**src/rtl/spi_slave_bytes.sv**
```systemverilog
// SPI mode-0 byte slave: synchronizes sck/mosi/ncs into the clk domain and
// exchanges MSB-first bytes through an rx register and a one-deep tx holding register.
module spi_slave_bytes #(
    parameter int SYNC_STAGES = 2
) (
    input  logic       clk,
    input  logic       nreset,
    input  logic       sck,
    input  logic       mosi,
    input  logic       ncs,
    output logic       miso,
    output logic [7:0] rx_data,
    output logic       rx_valid,
    output logic       rx_first,
    input  logic [7:0] tx_data,
    input  logic       tx_load,
    output logic       tx_empty,
    output logic       tx_underrun,
    output logic       frame_start,
    output logic       frame_end,
    output logic       busy
);

    localparam logic [0:0] ST_IDLE  = 1'b0;
    localparam logic [0:0] ST_SHIFT = 1'b1;

    logic [SYNC_STAGES-1:0] sck_sync_q;
    logic [SYNC_STAGES-1:0] mosi_sync_q;
    logic [SYNC_STAGES-1:0] ncs_sync_q;
    logic                   sck_prev_q;
    logic                   ncs_prev_q;
    logic [SYNC_STAGES:0]   fill_q;
    logic                   armed_q;

    logic       sck_s;
    logic       mosi_s;
    logic       ncs_s;
    logic       sck_rise;
    logic       sck_fall;
    logic       ncs_fall;
    logic       ncs_rise;

    logic [0:0] state_q,       state_d;
    logic [2:0] bit_cnt_q,     bit_cnt_d;
    logic       first_q,       first_d;
    logic [6:0] rx_shift_q,    rx_shift_d;
    logic [7:0] rx_data_q,     rx_data_d;
    logic       rx_valid_q,    rx_valid_d;
    logic       rx_first_q,    rx_first_d;
    logic [7:0] hold_q,        hold_d;
    logic       tx_empty_q,    tx_empty_d;
    logic [7:0] tx_shift_q,    tx_shift_d;
    logic       tx_underrun_q, tx_underrun_d;
    logic       frame_start_q, frame_start_d;
    logic       frame_end_q,   frame_end_d;
    logic       xfer;

    // Stage 0: synchronizer chains and edge history
    always_ff @(posedge clk or negedge nreset) begin
        if (!nreset) begin
            sck_sync_q  <= '0;
            mosi_sync_q <= '0;
            ncs_sync_q  <= '1;
            sck_prev_q  <= 1'b0;
            ncs_prev_q  <= 1'b1;
            fill_q      <= '0;
            armed_q     <= 1'b0;
        end else begin
            sck_sync_q  <= {sck_sync_q[SYNC_STAGES-2:0], sck};
            mosi_sync_q <= {mosi_sync_q[SYNC_STAGES-2:0], mosi};
            ncs_sync_q  <= {ncs_sync_q[SYNC_STAGES-2:0], ncs};
            sck_prev_q  <= sck_s;
            ncs_prev_q  <= ncs_s;
            fill_q      <= {fill_q[SYNC_STAGES-1:0], 1'b1};
            armed_q     <= armed_q | (fill_q[SYNC_STAGES] & ncs_s);
        end
    end

    assign sck_s    = sck_sync_q[SYNC_STAGES-1];
    assign mosi_s   = mosi_sync_q[SYNC_STAGES-1];
    assign ncs_s    = ncs_sync_q[SYNC_STAGES-1];
    assign sck_rise = sck_s & ~sck_prev_q;
    assign sck_fall = ~sck_s & sck_prev_q;
    // A chip select already low when reset releases must not start a frame
    assign ncs_fall = armed_q & ncs_prev_q & ~ncs_s;
    assign ncs_rise = ncs_s & ~ncs_prev_q;

    // Stage 1: frame FSM, shift registers and tx holding register
    always_comb begin
        state_d       = state_q;
        bit_cnt_d     = bit_cnt_q;
        first_d       = first_q;
        rx_shift_d    = rx_shift_q;
        rx_data_d     = rx_data_q;
        rx_valid_d    = 1'b0;
        rx_first_d    = rx_first_q;
        hold_d        = hold_q;
        tx_empty_d    = tx_empty_q;
        tx_shift_d    = tx_shift_q;
        tx_underrun_d = 1'b0;
        frame_start_d = 1'b0;
        frame_end_d   = 1'b0;
        xfer          = 1'b0;

        case (state_q)
            ST_IDLE: begin
                if (ncs_fall) begin
                    state_d       = ST_SHIFT;
                    frame_start_d = 1'b1;
                    bit_cnt_d     = 3'd0;
                    first_d       = 1'b1;
                    xfer          = 1'b1;
                end
            end
            ST_SHIFT: begin
                if (ncs_rise) begin
                    state_d     = ST_IDLE;
                    frame_end_d = 1'b1;
                    bit_cnt_d   = 3'd0;
                end else begin
                    if (sck_rise) begin
                        rx_shift_d = {rx_shift_q[5:0], mosi_s};
                        bit_cnt_d  = bit_cnt_q + 3'd1;
                        if (bit_cnt_q == 3'd7) begin
                            rx_data_d  = {rx_shift_q, mosi_s};
                            rx_valid_d = 1'b1;
                            rx_first_d = first_q;
                            first_d    = 1'b0;
                        end
                    end
                    // A fall at count 0 while no byte has completed is a stray
                    // edge from sck being high at ncs fall, not a byte boundary
                    if (sck_fall) begin
                        if (bit_cnt_q != 3'd0) begin
                            tx_shift_d = {tx_shift_q[6:0], 1'b0};
                        end else if (!first_q) begin
                            xfer = 1'b1;
                        end
                    end
                end
            end
            default: state_d = ST_IDLE;
        endcase

        if (xfer) begin
            if (!tx_empty_q) begin
                tx_shift_d = hold_q;
                tx_empty_d = 1'b1;
            end else begin
                tx_shift_d    = 8'h00;
                tx_underrun_d = 1'b1;
            end
        end

        // A transfer frees the holding register in the same cycle it is refilled
        if (tx_load && (tx_empty_q || xfer)) begin
            hold_d     = tx_data;
            tx_empty_d = 1'b0;
        end
    end

    always_ff @(posedge clk or negedge nreset) begin
        if (!nreset) begin
            state_q       <= ST_IDLE;
            bit_cnt_q     <= 3'd0;
            first_q       <= 1'b0;
            rx_shift_q    <= 7'd0;
            rx_data_q     <= 8'h00;
            rx_valid_q    <= 1'b0;
            rx_first_q    <= 1'b0;
            hold_q        <= 8'h00;
            tx_empty_q    <= 1'b1;
            tx_shift_q    <= 8'h00;
            tx_underrun_q <= 1'b0;
            frame_start_q <= 1'b0;
            frame_end_q   <= 1'b0;
        end else begin
            state_q       <= state_d;
            bit_cnt_q     <= bit_cnt_d;
            first_q       <= first_d;
            rx_shift_q    <= rx_shift_d;
            rx_data_q     <= rx_data_d;
            rx_valid_q    <= rx_valid_d;
            rx_first_q    <= rx_first_d;
            hold_q        <= hold_d;
            tx_empty_q    <= tx_empty_d;
            tx_shift_q    <= tx_shift_d;
            tx_underrun_q <= tx_underrun_d;
            frame_start_q <= frame_start_d;
            frame_end_q   <= frame_end_d;
        end
    end

    // Stage 2: outputs
    assign busy        = (state_q == ST_SHIFT);
    assign miso        = busy & tx_shift_q[7];
    assign rx_data     = rx_data_q;
    assign rx_valid    = rx_valid_q;
    assign rx_first    = rx_first_q;
    assign tx_empty    = tx_empty_q;
    assign tx_underrun = tx_underrun_q;
    assign frame_start = frame_start_q;
    assign frame_end   = frame_end_q;

endmodule
```
**config.mk**
```make
export PLATFORM = sky130hd
export DESIGN_NAME = spi_slave_bytes
export DESIGN_NICKNAME = d
export VERILOG_FILES = /design/src/rtl/spi_slave_bytes.sv
export SDC_FILE = /design/constraint.sdc
export NUM_CORES = 1
export LEC_CHECK = 0
export ABC_AREA = 1
export BUFFER_PORTS_ARGS = -buffer_cell sky130_fd_sc_hd__buf_4
export CAP_MARGIN = 20
export CORE_MARGIN = 3
export CORE_UTILIZATION = 29
export DETAILED_ROUTE_END_ITERATION = 16
export GPL_TIMING_DRIVEN = 0
export PLACE_DENSITY = 0.43
export RECOVER_POWER = 50
export SLEW_MARGIN = 20
export SYNTH_ARGS = -nofsm -noshare
export SYNTH_HDL_FRONTEND = slang
export SYNTH_SLANG_ARGS = --single-unit
```
**constraint.sdc**
```tcl
create_clock -name clk -period 2.1 [get_ports clk]
set_clock_uncertainty 0.1 [all_clocks]
set_input_delay 0.21 -clock clk [delete_from_list [all_inputs] [get_ports clk]]
set_output_delay 0.21 -clock clk [all_outputs]
set_load 0.1 [all_outputs]
```
After elaboration in Yosys (flattened, before gate mapping)
Cells that the tools add are included.
{"block": "op_classes", "eq_ne": 7, "mux": 34, "shifts": 0, "n_lt_le_gt_ge": 0, "n_mul": 0, "n_div": 0, "n_reduce_logical": 12, "add_sub_neg": 1, "n_bitwise": 14}
{"op": "two-way mux 8 bit", "n": 6}
{"op": "two-way mux 1 bit", "n": 21}
{"op": "AND reduction 4 bit", "n": 3}
{"op": "two-way mux 3 bit", "n": 3}
{"op": "nonzero test 2 bit", "n": 4}
{"op": "bitwise AND 1 bit", "n": 7}
{"op": "!= test 2 bit (second input constant)", "n": 3}
{"op": "NOT 1 bit", "n": 6}
{"op": "one-hot mux 1 bit (2 select lines)", "n": 3}
{"op": "one-hot mux 3 bit (2 select lines)", "n": 1}
{"op": "!= test 2 x 1 -> 1 bit (second input constant)", "n": 2}
{"op": "adder 3 x 1 -> 3 bit (second input constant)", "n": 1}
{"op": "equality test 3 bit (second input constant)", "n": 1}
{"op": "!= test 3 bit (second input constant)", "n": 1}
{"op": "AND reduction 3 bit", "n": 1}
{"op": "nonzero test 3 bit", "n": 1}
{"op": "AND reduction 2 bit", "n": 1}
{"op": "logical AND 1 bit", "n": 1}
{"op": "logical OR 1 bit", "n": 1}
{"op": "OR 1 bit", "n": 1}
{"block": "word_totals", "reg_bits": 54, "output_inout_bits": 16, "latchBits": 0, "word_cells": 88, "mem_count": 0, "mem_bits_rw": 0, "mem_bits_ro": 0, "in_bits": 14}

Logic depth before layout (Yosys ltp)
{"block": "depth", "word_depth": 8, "depth_mapped": 11, "ltp_nobuf": 10}

Worst setup path before layout
OpenSTA, ideal clock, no wires.
{"block": "synth_path", "path_kind": "register to register", "from": "register state_q (netlist: busy)", "to": "register tx_shift_q[1]", "synth_period_minus_slack_ns": 2.090, "required_ns": 1.883, "n_path_buf": 1, "stages_incl_launch_ff": 9, "t_arrival_ns": 1.874, "slack_ns": 0.010, "setup_time_ns": 0.117, "path_cell_list": "dfrtp_1 inv_2 a21oi_4 nand3_4 buf_6 nand3_1 nand2_2 nand2_1 nand2_1"}
{"block": "synth_between", "elab_chain_len": 4, "elab_cells_between_ends": 8, "cone_classes": "eq/ne: 1; mux: 2; bitwise: 1; reduce/logical: 4"}
{"item": "start: declaration", "line": "43", "source": "logic [0:0] state_q, state_d;"}
{"item": "start signal: assignment", "line": "178", "source": "state_q <= state_d;"}
{"item": "NOT 1 bit"}
{"item": "one-hot mux 1 bit (2 select lines)", "line": "105", "source": "case (state_q)"}
{"item": "!= test 2 x 1 -> 1 bit (no source line) or nonzero test 2 bit (tied branches)"}
{"item": "AND reduction 4 bit (no source line)"}
{"item": "end signal: assignment", "line": "187", "source": "tx_shift_q <= tx_shift_d;"}
{"item": "end: declaration", "line": "52", "source": "logic [7:0] tx_shift_q, tx_shift_d;"}
Parallel ways exist; a longest one is shown, timed or not.
A chain may end at the register's enable or synchronous reset.

Worst setup path in the final report
{"block": "layout_path", "from": "register bit_cnt_q[0]", "to": "register hold_q[2]"}
{"block": "layout_between", "elab_chain_len": 7}
{"item": "start: declaration", "line": "44", "source": "logic [2:0] bit_cnt_q, bit_cnt_d;"}
{"item": "start signal: assignment", "line": "179", "source": "bit_cnt_q <= bit_cnt_d;"}
{"item": "nonzero test 3 bit", "line": "134", "source": "if (bit_cnt_q != 3'd0) begin"}
{"item": "two-way mux 1 bit", "line": "134"}
{"item": "two-way mux 1 bit", "line": "133", "source": "if (sck_fall) begin"}
{"item": "two-way mux 1 bit", "line": "116", "source": "if (ncs_rise) begin"}
{"item": "one-hot mux 1 bit (2 select lines)", "line": "105"}
{"item": "logical OR 1 bit", "line": "156", "source": "if (tx_load && (tx_empty_q || xfer)) begin"}
{"item": "logical AND 1 bit", "line": "156"}
{"item": "end signal: assignment", "line": "185", "source": "hold_q <= hold_d;"}
{"item": "end: declaration", "line": "50", "source": "logic [7:0] hold_q, hold_d;"}
No other way between the ends.

==> metrics <==
run status=completed; initial core utilization=0.302; R2R depth=9; Min-Delay Endpoint=hold_q[2]$_DFFE_PN0P_; crit path launch type=flip-flop; setup TNS=0 ps; commonest non-fill, non-tap cell in the layout=nand2_1; CP Class=reg2reg; hold path start=tx_data[2]; worst hold margin=25.3 ps; Core ar.=0.00737 mm2; Rel. slew slack=0.128; total power=around 2.8 mW; VDD IR max=approximately 0.39 mV; CP required=approximately 2200 ps; DRC=0; Reg clk slew, reported paths=~100 ps; Worst Setup End Kind=flip-flop; Fmax achieved=581 MHz; most frequent cells in the layout=nand2_1, dfrtp_1, buf_4; share of cells above drive strength 1=0.201; Fin. Hold Viols=0; r2r setup slk=about 380 ps; GPL Wtd Cong=between 0.6 and 0.7; period utilization=0.820; DR vias/cell=between 4 and 5; FILL cells=826; final setup vio count=0; Sink Count=54; diode count=0; final cell count without fillers=between 300 and 400; hpwl dp=between 2 and 3 mm; number of H-tree levels=2; first-pass GRT wire length=~7.5 mm; DRT antenna net count=0; drt first pass iters=4; # IOs=30; initial antenna violation count=0; Critical Path AT=around 1800 ps; Die ar.=just under 0.009 mm2; Register Area=0.00136 mm2; gr ovfl total=0; RR Endpoint=hold_q[2]$_DFFE_PN0P_; WHS Path Cells=3; number of global-route vias before repair=about 1600; Syn Std Cell Area=about 0.0022 mm2; Tightest Hold Check Type=in2reg; CTS tree=done; crit path time final=between 1500 and 2000 ps; flops & latches, synth=54; DIE HEIGHT=between 90 and 100 um; fin nets=294; vias post-DR=approximately 1600; start of the worst register-to-register path=bit_cnt_q[0]$_DFFE_PN0P_; area occupied by multi-input gates=about 750 um2; Core Rows=31; CP max FO=9; Setup Buffers After CTS=0; WL per Instance=11.1 um; Leak=roughly 1.4 nW; Port Buffers=28; worst-skew pair later-pin latency=a little over 300 ps; Area growth syn-to-layout=20.7%; MaxCap Viol Count=0; Syn Area/Cell=~9.4 um2; CTS buffer count=5; largest net degree at the start of global routing=55; number of library cell types mapped by synthesis=23; area leader, netlist=dfrtp_1; Pwr Density=around 1000 mW/mm2; Synth Net Count=255; Syn Inst Count=about 240; sequential share of the synthesized area=0.609; final-report max-slew violation count=0; measured slew at the worst slew-check pin=1310 ps; Cells after DPL=approximately 370; 1st-iter DRT viols=84; Yosys top cell area share=0.562; Die Wd=93.6 um; GRT Total Usage=0.108; final wirelength=approximately 4.2 mm; Synth area leaders=dfrtp_1, nand2_1, dfstp_2; Root Buffer=clkbuf_8; Ys Warns=0; RSZ-0062 raised after global routing=no; Longest Clk Path Bufs=2
==> metal layers <==
metal	track usage	vias up	share of wire
li1	-	821	-
met2	0.158	19	0.45
met4	0.0397	0	0.018
met5	0	-	0
met1	0.152	716	0.50
met3	0.0274	6	0.031
==> Yosys cell counts <==
library cell and n:
nand3_1 20, a21oi_1 3, buf_6 1, nand3_4 1, inv_2 1, dfrtp_1 50
inv_1 21, a21oi_4 1, nand3_2 1, dfstp_2 4, nor2_1 14, nand2_1 84
a21boi_0 1, ha_1 3, mux2_2 5, nand2_4 1, o21ai_0 16, nor3_1 1
buf_2 1, buf_4 1, nand2_2 4, conb_1 1, clkbuf_1 3
==> flip-flops by register name (all words and copies together), names as in the netlist <==
signal / cells
hold_q: 8
rx_data: 8
tx_shift_q: 8
rx_shift_q: 7
bit_cnt_q: 3
fill_q: 3
mosi_sync_q: 2
ncs_sync_q: 2
sck_sync_q: 2
armed_q: 1
busy: 1
first_q: 1
frame_end: 1
frame_start: 1
ncs_prev_q: 1
rx_first: 1
rx_valid: 1
sck_prev_q: 1
tx_empty: 1
tx_underrun: 1
==> report_power, final <==
| group | internal (mW) | leakage, nW | total (mW) | switching (mW) |
|---|---|---|---|---|
| Combinational | 0.254 | 0.723 | 0.765 | 0.511 |
| Clock | 0.235 | 0.0441 | 0.584 | 0.349 |
| Sequential | 1.28 | 0.675 | 1.41 | 0.129 |
==> through the flow <==
stage / cell area (um2) / utilization / worst slack (ps)
floorplan: 2230 / - / 9.62
global placement: 2560 / 0.348 / 388
detailed placement: 2560 / 0.348 / 362
CTS: 2690 / 0.365 / 341
global route: 2690 / 0.365 / 139
finish: 2690 / 0.365 / 379
==> worst max path at each step <==
stage	endpoint	slack, ps	cells after the start	start
2_1_floorplan	tx_shift_q[1]$_DFFE_PN0P_	10	8	busy$_DFF_PN0_
3_3_place_gp	hold_q[1]$_DFFE_PN0P_	390	9	bit_cnt_q[0]$_DFFE_PN0P_
3_5_place_dp	hold_q[2]$_DFFE_PN0P_	360	9	bit_cnt_q[0]$_DFFE_PN0P_
4_1_cts	hold_q[2]$_DFFE_PN0P_	340	9	bit_cnt_q[0]$_DFFE_PN0P_
5_1_grt	tx_shift_q[3]$_DFFE_PN0P_	140	2	nreset
6_report	hold_q[2]$_DFFE_PN0P_	380	9	bit_cnt_q[0]$_DFFE_PN0P_
==> worst max-delay path, stage by stage, from the launching register on <==
cell	delay, ps
dfrtp_1	400
inv_1	90
ha_1	150
nand2_1	80
nor2_1	170
nand3_4	110
nand3_2	200
nand2_2	160
nand2_1	110
nand2_1	50
==> cell families (layout without fill, tap and decap cells) <==
| kind of cell | after synthesis | after routing | synth area share |
|---|---|---|---|
| AND/OR/NAND/NOR | 126 | 126 | 0.241 |
| AO/OA/AOI/OAI | 21 | 21 | 0.0534 |
| buffers and inverters | 28 | 68 | 0.0528 |
| other | 1 | 1 | 0.00168 |
| flip-flops | 54 | 54 | 0.609 |
| adder cells (fa/ha/maj) | 3 | 3 | 0.0169 |
| multiplexers | 5 | 5 | 0.0253 |
==> cell type report <==
| cell class | instances | share of cell area |
|---|---|---|
| Buffer | 6 | 0.0130 |
| Clock buffer | 5 | 0.0256 |
| Sequential cell | 54 | 0.504 |
| Clock inverter | 3 | 0.00791 |
| Tap cell | 99 | 0.0461 |
| Timing Repair Buffer | 32 | 0.0921 |
| Multi-Input combinational cell | 156 | 0.280 |
| Inverter | 22 | 0.0307 |
==> repair_timing <==
| action | in CTS | in global routing |
|---|---|---|
| resized for setup | 0 | 0 |
| hold buffers | 4 | 0 |
| endpoints found under the hold margin | 53 | 0 |
Note: power is estimated with default switching activity, not from simulation.
